[src/rtl/div_if.sv]
// Execute-to-divider port bundle: operand issue, abort and result return.
// master = execute stage, slave = divider.
interface div_if #(
  parameter int WIDTH = 32
);
  logic                 signed_div_i;
  logic [WIDTH-1:0]     opdata1_i;
  logic [WIDTH-1:0]     opdata2_i;
  logic                 start_i;
  logic                 annul_i;
  logic [2*WIDTH-1:0]   result_o;
  logic                 ready_o;

  modport master (
    output signed_div_i, opdata1_i, opdata2_i, start_i, annul_i,
    input  result_o, ready_o
  );

  modport slave (
    input  signed_div_i, opdata1_i, opdata2_i, start_i, annul_i,
    output result_o, ready_o
  );
endinterface

[src/rtl/div_unit.sv]
// Radix-2 restoring divider for DIV/DIVU: one quotient bit per clock,
// result {remainder, quotient} held until execute drops start_i.
module div_unit #(
  parameter int WIDTH = 32
) (
  input  logic  clk,
  input  logic  rst,
  div_if.slave  bus
);

  localparam int CW = $clog2(WIDTH);

  typedef enum logic [1:0] {
    FREE   = 2'd0,
    BYZERO = 2'd1,
    ON     = 2'd2,
    END    = 2'd3
  } state_e;

  state_e              state_q, state_d;
  logic [CW-1:0]       cnt_q, cnt_d;
  logic [WIDTH-1:0]    dvd_q, dvd_d;      // dividend shifts out, quotient shifts in
  logic [WIDTH-1:0]    dvs_q, dvs_d;
  logic [WIDTH-1:0]    rem_q, rem_d;
  logic                sgn_q, sgn_d;
  logic                neg1_q, neg1_d;
  logic                neg2_q, neg2_d;
  logic [2*WIDTH-1:0]  result_q, result_d;
  logic                ready_q, ready_d;

  logic [WIDTH:0]      rem_shift_s;
  logic [WIDTH:0]      diff_s;
  logic                qbit_s;
  logic [WIDTH-1:0]    rem_iter_s;
  logic [WIDTH-1:0]    quot_iter_s;
  logic [WIDTH-1:0]    quot_fix_s;
  logic [WIDTH-1:0]    rem_fix_s;
  logic [WIDTH-1:0]    op1_abs_s;
  logic [WIDTH-1:0]    op2_abs_s;

  // Operand magnitudes and one restoring-division step.
  always_comb begin
    op1_abs_s = (bus.signed_div_i && bus.opdata1_i[WIDTH-1])
                ? ({WIDTH{1'b0}} - bus.opdata1_i) : bus.opdata1_i;
    op2_abs_s = (bus.signed_div_i && bus.opdata2_i[WIDTH-1])
                ? ({WIDTH{1'b0}} - bus.opdata2_i) : bus.opdata2_i;

    rem_shift_s = {rem_q, dvd_q[WIDTH-1]};
    diff_s      = rem_shift_s - {1'b0, dvs_q};
    qbit_s      = ~diff_s[WIDTH];
    rem_iter_s  = qbit_s ? diff_s[WIDTH-1:0] : rem_shift_s[WIDTH-1:0];
    quot_iter_s = {dvd_q[WIDTH-2:0], qbit_s};

    // Truncating division: quotient sign from XOR, remainder follows dividend.
    quot_fix_s = (sgn_q && (neg1_q ^ neg2_q))
                 ? ({WIDTH{1'b0}} - quot_iter_s) : quot_iter_s;
    rem_fix_s  = (sgn_q && neg1_q)
                 ? ({WIDTH{1'b0}} - rem_iter_s) : rem_iter_s;
  end

  // Next-state and output decode.
  always_comb begin
    state_d  = state_q;
    cnt_d    = cnt_q;
    dvd_d    = dvd_q;
    dvs_d    = dvs_q;
    rem_d    = rem_q;
    sgn_d    = sgn_q;
    neg1_d   = neg1_q;
    neg2_d   = neg2_q;
    result_d = result_q;
    ready_d  = ready_q;

    case (state_q)
      FREE: begin
        ready_d  = 1'b0;
        result_d = {(2*WIDTH){1'b0}};
        if (bus.start_i && !bus.annul_i) begin
          if (bus.opdata2_i == {WIDTH{1'b0}}) begin
            state_d = BYZERO;
          end else begin
            state_d = ON;
            cnt_d   = {CW{1'b0}};
            dvd_d   = op1_abs_s;
            dvs_d   = op2_abs_s;
            rem_d   = {WIDTH{1'b0}};
            sgn_d   = bus.signed_div_i;
            neg1_d  = bus.opdata1_i[WIDTH-1];
            neg2_d  = bus.opdata2_i[WIDTH-1];
          end
        end else begin
          state_d = FREE;
        end
      end

      BYZERO: begin
        state_d  = END;
        result_d = {(2*WIDTH){1'b0}};
        ready_d  = 1'b1;
      end

      ON: begin
        if (bus.annul_i) begin
          state_d  = FREE;
          ready_d  = 1'b0;
          result_d = {(2*WIDTH){1'b0}};
        end else begin
          cnt_d = cnt_q + CW'(1);
          rem_d = rem_iter_s;
          dvd_d = quot_iter_s;
          if (cnt_q == CW'(WIDTH - 1)) begin
            state_d  = END;
            result_d = {rem_fix_s, quot_fix_s};
            ready_d  = 1'b1;
          end else begin
            state_d = ON;
          end
        end
      end

      END: begin
        if (bus.start_i && !bus.annul_i) begin
          state_d = END;
        end else begin
          state_d  = FREE;
          ready_d  = 1'b0;
          result_d = {(2*WIDTH){1'b0}};
        end
      end

      default: begin
        state_d  = FREE;
        ready_d  = 1'b0;
        result_d = {(2*WIDTH){1'b0}};
      end
    endcase
  end

  // State and datapath registers.
  always_ff @(posedge clk) begin
    if (rst) begin
      state_q  <= FREE;
      cnt_q    <= {CW{1'b0}};
      dvd_q    <= {WIDTH{1'b0}};
      dvs_q    <= {WIDTH{1'b0}};
      rem_q    <= {WIDTH{1'b0}};
      sgn_q    <= 1'b0;
      neg1_q   <= 1'b0;
      neg2_q   <= 1'b0;
      result_q <= {(2*WIDTH){1'b0}};
      ready_q  <= 1'b0;
    end else begin
      state_q  <= state_d;
      cnt_q    <= cnt_d;
      dvd_q    <= dvd_d;
      dvs_q    <= dvs_d;
      rem_q    <= rem_d;
      sgn_q    <= sgn_d;
      neg1_q   <= neg1_d;
      neg2_q   <= neg2_d;
      result_q <= result_d;
      ready_q  <= ready_d;
    end
  end

  assign bus.result_o = result_q;
  assign bus.ready_o  = ready_q;

endmodule

[src/flat_wrapper.sv]
// flat-port wrapper written by rule: the top's interface ports become plain ports
module div_unit_flat 
#(
  parameter int WIDTH = 32
)
  (clk, rst, bus_signed_div_i, bus_opdata1_i, bus_opdata2_i, bus_start_i, bus_annul_i, bus_result_o, bus_ready_o);
  div_if #(.WIDTH(WIDTH)) bus_i ();
  input  logic clk;
  input  logic rst;
  input wire logic [$bits(bus_i.signed_div_i)-1:0] bus_signed_div_i;
  input wire logic [$bits(bus_i.opdata1_i)-1:0] bus_opdata1_i;
  input wire logic [$bits(bus_i.opdata2_i)-1:0] bus_opdata2_i;
  input wire logic [$bits(bus_i.start_i)-1:0] bus_start_i;
  input wire logic [$bits(bus_i.annul_i)-1:0] bus_annul_i;
  output wire logic [$bits(bus_i.result_o)-1:0] bus_result_o;
  output wire logic [$bits(bus_i.ready_o)-1:0] bus_ready_o;
  assign bus_i.signed_div_i = bus_signed_div_i;
  assign bus_i.opdata1_i = bus_opdata1_i;
  assign bus_i.opdata2_i = bus_opdata2_i;
  assign bus_i.start_i = bus_start_i;
  assign bus_i.annul_i = bus_annul_i;
  assign bus_result_o = bus_i.result_o;
  assign bus_ready_o = bus_i.ready_o;
  div_unit #(.WIDTH(WIDTH)) u_core (.clk(clk), .rst(rst), .bus(bus_i));
endmodule
[config.mk]
export PLATFORM = sky130hd
export DESIGN_NAME = div_unit_flat
export DESIGN_NICKNAME = d
export VERILOG_FILES = /design/src/rtl/div_if.sv /design/src/rtl/div_unit.sv /design/src/flat_wrapper.sv
export SDC_FILE = /design/constraint.sdc
export NUM_CORES = 1
export LEC_CHECK = 0
export CORE_MARGIN = 1.5
export CORE_UTILIZATION = 52
export CTS_CLUSTER_DIAMETER = 150
export CTS_CLUSTER_SIZE = 30
export DETAILED_ROUTE_END_ITERATION = 7
export PLACE_DENSITY = 0.77
export SLEW_MARGIN = 20
export SYNTH_ARGS = -nofsm -noshare
export SYNTH_HDL_FRONTEND = slang
export SYNTH_SLANG_ARGS = --single-unit
[constraint.sdc]
create_clock -name clk -period 4.4 [get_ports clk]
set_input_delay 1.32 -clock clk [delete_from_list [all_inputs] [get_ports clk]]
set_output_delay 1.32 -clock clk [all_outputs]
set_load 0.02 [all_outputs]
# Yosys cells after proc, flatten, opt, wreduce, memory -nomap -nowiden
# Cells that the tools add are included.
# W data, S select, Z words.
# word_totals
regBits	171
in_bits	69
output_inout_bits	65
word_cells	72
# classes
n_addsub	6
n_eq_ne	9
n_mux	31
bitwise	3
n_reduce_logical	13
# ops
cell	count
$mux W32	11
$mux W64	3
$pmux W64 S3	1
$pmux W32 S2	2
$sub A1 B32 Y32 const A	4
$sub A33 B32 Y33	1
$logic_not A32 Y1	1
$mux W5	3
$pmux W5 S2	1
$mux W2	4
$pmux W2 S4	1
$ne A2 B2 Y1 const B	3
$add A5 B1 Y5 const B	1
$eq A5 B5 Y1 const B	1
$logic_and A1 B1 Y1	5
$eq A2 B2 Y1 const B	2
$mux W1	4
$pmux W1 S4	1
$reduce_and A4 Y1	1
$ne A3 B2 Y1 const B	1
$reduce_and A3 Y1	1
$eq A2 B1 Y1 const B	1
$logic_not A2 Y1	1
$ne A2 B1 Y1 const B	1
6 further kinds	7

# Longest topological paths before layout
# depth
depth_word	7
mapped_depth	24
ltp_nobuf	22

# Worst setup path after synthesis
# No wires, ideal clock.
# synth_path
path_kind	flip-flop to flip-flop
start	register u_core.dvd_q[31]
end	register u_core.result_q[58], in the netlist u_core.bus.result_o[58]
setup_ns	0.117
arrival_ns	4.397
required_ns	4.283
path_slack_ns	-0.114
path_stages_with_launch	22
path_buffers	3
synth_period_minus_slack_ns	4.514
path_cell_list	dfxtp_1 -> inv_1 -> ha_1 -> inv_1 -> fa_1 -> a211oi_2 -> o211ai_2 -> nand2_1 -> o221a_4 -> a31oi_4 -> nor2_2 -> buf_4 -> buf_4 -> buf_2 -> mux2i_1 -> ha_1 -> nand4_1 -> or3_1 -> a2111oi_4 -> a31oi_1 -> xnor2_1 -> a22o_1
# synth_via
elab_chain_cells	7
# synth_lines
element	line	rtl
start: declaration	div_unit.sv:22	logic [WIDTH-1:0] dvd_q, dvd_d;
start signal: assignment	div_unit.sv:144	dvd_q <= {WIDTH{1'b0}};
start signal: assignment	div_unit.sv:155	dvd_q <= dvd_d;
$sub A33 B32 Y33	div_unit.sv:49	diff_s = rem_shift_s - {1'b0, dvs_q};
$mux W32 *	div_unit.sv:51	rem_iter_s = qbit_s ? diff_s[WIDTH-1:0] : rem_shift_s[WIDTH-1:0];
$sub A1 B32 Y32	div_unit.sv:58	? ({WIDTH{1'b0}} - rem_iter_s) : rem_iter_s;
$mux W32 *	div_unit.sv:58	
$mux W64 *	div_unit.sv:111	if (cnt_q == CW'(WIDTH - 1)) begin
$mux W64 *	div_unit.sv:103	if (bus.annul_i) begin
$pmux W64 S3 *	div_unit.sv:74	case (state_q)
end signal: assignment	div_unit.sv:150	result_q <= {(2*WIDTH){1'b0}};
end signal: assignment	div_unit.sv:161	result_q <= result_d;
end: declaration	div_unit.sv:28	logic [2*WIDTH-1:0] result_q, result_d;
# Mark *: on every way between the ends. The rest lies on a longest branch, timed or not. The select of a mux whose other input is x is not followed.
# A chain may end at the register's enable or synchronous reset.

# Worst setup path in the final report
# Ends and elaborated chain as after synthesis.

==> reports/qor.yml <==
status: "completed"
port_buffers: 133
ant_nets: 0
via_per_inst: 6.07
ys_seq_elements: 171
slew_viol_final: 0
synthFlopType: "dfxtp_1"
synth_edf_count: 0
numCtsBuffers: 17
synthesis.area_um2: 12100
finalSetupViolCount: 0
track_usage: 0.312
multi_input_area_um2: 8170
antenna_found_initial: 0
rows: 55
min_period_ns: 4.32
avgSynthCellArea_um2: 7.56
start_kind: "register"
areaGrowthSynthToFinish_pct: 23.8
cp_slowest_cell: "a2111oi_4"
fp.dieW_um: 156
antennaDiodeCount: 0
hold_violations: 0
dp.cells: 2025
cts.path.max_buffers: 2
path_class: "register to register"
p_leak_uw: 0.00591
hpwl_um: 28900
synth_area_leaders: "dfxtp_1 28%, nor2_1 5.9%, xnor2_1 5.6%"
r2r_slack_ns: 0.08
whs_ns: 0.460
drc: 0
clk_latency_ns: 0.44
slew-limit-headroom: 0.396
grt_pass1_wl_um: 59900
dieArea_um2: 24200
boundaryPins: 134
fillers: 1953
die_y_um: 156
period_share: 0.981
path_cells: "inv_2 > ha_4 > inv_2 > fa_2 > a211oi_4 > o211ai_2 > nand2_2 > o221a_4 > a31oi_4 > nor2_4 > mux2i_4 > ha_4 > nand4_1 > or3_4 > a2111oi_4 > a31oi_2 > xnor2_2 > a22o_1"
grt_max_degree: 76
clkSinkCount: 171
synth_cell_types: 88
drive_above_1_share: 0.113
wl_um: 37700
peakVddDrop_uv: 211
synthCells: 1600
skew_ns: 0.0108
synth_fp_nets: 1713
ff2ff_path_depth: 18
cts_root_buf: "clkbuf_16"
crit_cells: 18
crit_path_start: "u_core.dvd_q[31]$_SDFFE_PP0P_"
fmax_mhz: 232
yosys.area.top_type_share: 0.283
tritoncts: "built"
cp_slowest_stage_delay_ns: 0.44
power.total_uw: 4060
overflow: 0
fin_area_um2: 15000
crit_fanout: 3
initial_core_util: 0.533
worstMarginPinSlew_ns: 0.903
end_kind: "register"
place_area_um2: 14300
synth.top_cells.by_count: "191 x nor2_1, 180 x nand2_1, 171 x dfxtp_1, 135 x a21oi_1, 93 x o21ai_0"
yosysTopAreaCell: "dfxtp_1"
worstPathArrival_ns: 4.65
yosysMostFrequentCell: "nor2_1"
hold_class: "register to register"
cts_max_level: 4
yosysWarnings: 0
dr_total_vias: 12500
place_congestion: 0.960
async_reset_ff_frac: 0
cap_violations: 0
core_um2: 22700
grt_pass1_vias: 11600
crit_family: "compound AO/OA/AOI/OAI gates"
layoutNonFillerInstCount: 2061
drtPass1Iterations: 5
rr_startpoint: "u_core.dvd_q[31]$_SDFFE_PP0P_"
required_ns: 4.73
seqCellArea_um2: 3430
wl_per_cell_um: 18.3
timing.setup.tns_ns: 0
r2r_end: "u_core.bus.result_o[58]$_SDFFE_PP0P_"
fin_nets: 1876
drtIter0Drc: 994
crit_buf_inv: 2
yosysSeqAreaShare: 0.283
clk_pin_slew_ns: 0.07
power_density_nw_per_um2: 271
crit_path_end: "u_core.bus.result_o[58]$_SDFFE_PP0P_"
kinds of logic (layout without fill, tap and decap cells):
kind of cell             count (synthesis)  after routing  synth area share
AO/OA/AOI/OAI                          491            491             0.272
XOR/XNOR                               141            141             0.102
adder cells (fa/ha/maj)                 44             44            0.0461
buffers and inverters                  156            332            0.0542
flip-flops                             171            171             0.283
multiplexers                            24             24            0.0204
AND/OR/NAND/NOR                        573            573             0.222
worst min-delay path: cells and delay by family, from the launching register on:
family             cells  cell delay, ns
AOI/OAI and AO/OA      1            0.05
and+or+nand+nor        1            0.05
DFF                    1            0.31
where the power goes:
group          total, uW  switching [uW]  leakage (uW)  internal, uW
Combinational        977             568       0.00425           410
Clock               1440             657      0.000272           780
Sequential          1650            54.2       0.00139          1590
Total               4060            1280       0.00591          2780
metrics by stage:
stage / util / worst slack (ns)
finish: 0.659 / 0.0816
global route: 0.659 / -0.0607
CTS: 0.654 / 0.000810
detailed placement: 0.629 / -0.184
global placement: 0.629 / -0.152
floorplan: - / 0.0510
cell type report:
type,count,area share
clock buffers,18,0.0287
clock inverters,14,0.00810
inverters,59,0.0148
multi-input cells,1273,0.545
flip-flops and latches,171,0.229
well taps,285,0.0238
repair buffers,241,0.150
worst min-delay path by stage:
stage	start	to	slack, ns	cells past startpoint
6_report	u_core.dvd_q[29]$_SDFFE_PP0P_	u_core.dvd_q[29]$_SDFFE_PP0P_	0.46	2
3_3_place_gp	u_core.dvd_q[29]$_SDFFE_PP0P_	u_core.dvd_q[29]$_SDFFE_PP0P_	0.45	2
3_5_place_dp	u_core.dvd_q[29]$_SDFFE_PP0P_	u_core.dvd_q[29]$_SDFFE_PP0P_	0.45	2
4_1_cts	u_core.dvd_q[29]$_SDFFE_PP0P_	u_core.dvd_q[29]$_SDFFE_PP0P_	0.46	2
5_1_grt	u_core.dvd_q[29]$_SDFFE_PP0P_	u_core.dvd_q[29]$_SDFFE_PP0P_	0.48	2
2_1_floorplan	u_core.dvd_q[29]$_SDFFE_PP0P_	u_core.dvd_q[29]$_SDFFE_PP0P_	0.44	2
routing by layer:
layer	GRT usage	wire length (um)	part of all wire	up-vias
li1	-	-	-	6071
met1	0.420	16700	0.44	5882
met2	0.497	17200	0.45	476
met3	0.0515	2610	0.069	80
met4	0.124	1280	0.034	0
met5	0	0	0	-
cells in the final DEF, fill, tap and decap left out, drive strengths merged, types with 61 or more instances in the layout:
cell type | Yosys | routed
buf | 39 | 109
inv | 58 | 61
xnor2 | 78 | 78
dfxtp | 171 | 171
nand2 | 180 | 180
clkdlybuf4s50 | 0 | 132
xor2 | 63 | 63
o21ai | 101 | 101
nor2 | 193 | 193
a21oi | 136 | 136
flip-flops by register name (all words and copies together) (netlist names):
signal / count
u_core.cnt_q: 5
u_core.state_q: 2
u_core.neg2_q: 1
u_core.neg1_q: 1
u_core.dvs_q: 32
u_core.sgn_q: 1
u_core.bus.ready_o: 1
u_core.rem_q: 32
u_core.bus.result_o: 64
u_core.dvd_q: 32
repair_timing:
action,in CTS,in global routing
resized for setup,4,22
buffers inserted,1,3
pin swaps,1,15
hold buffers,0,0
setup endpoints to repair,8,10
(Power assumes the default switching activity.)
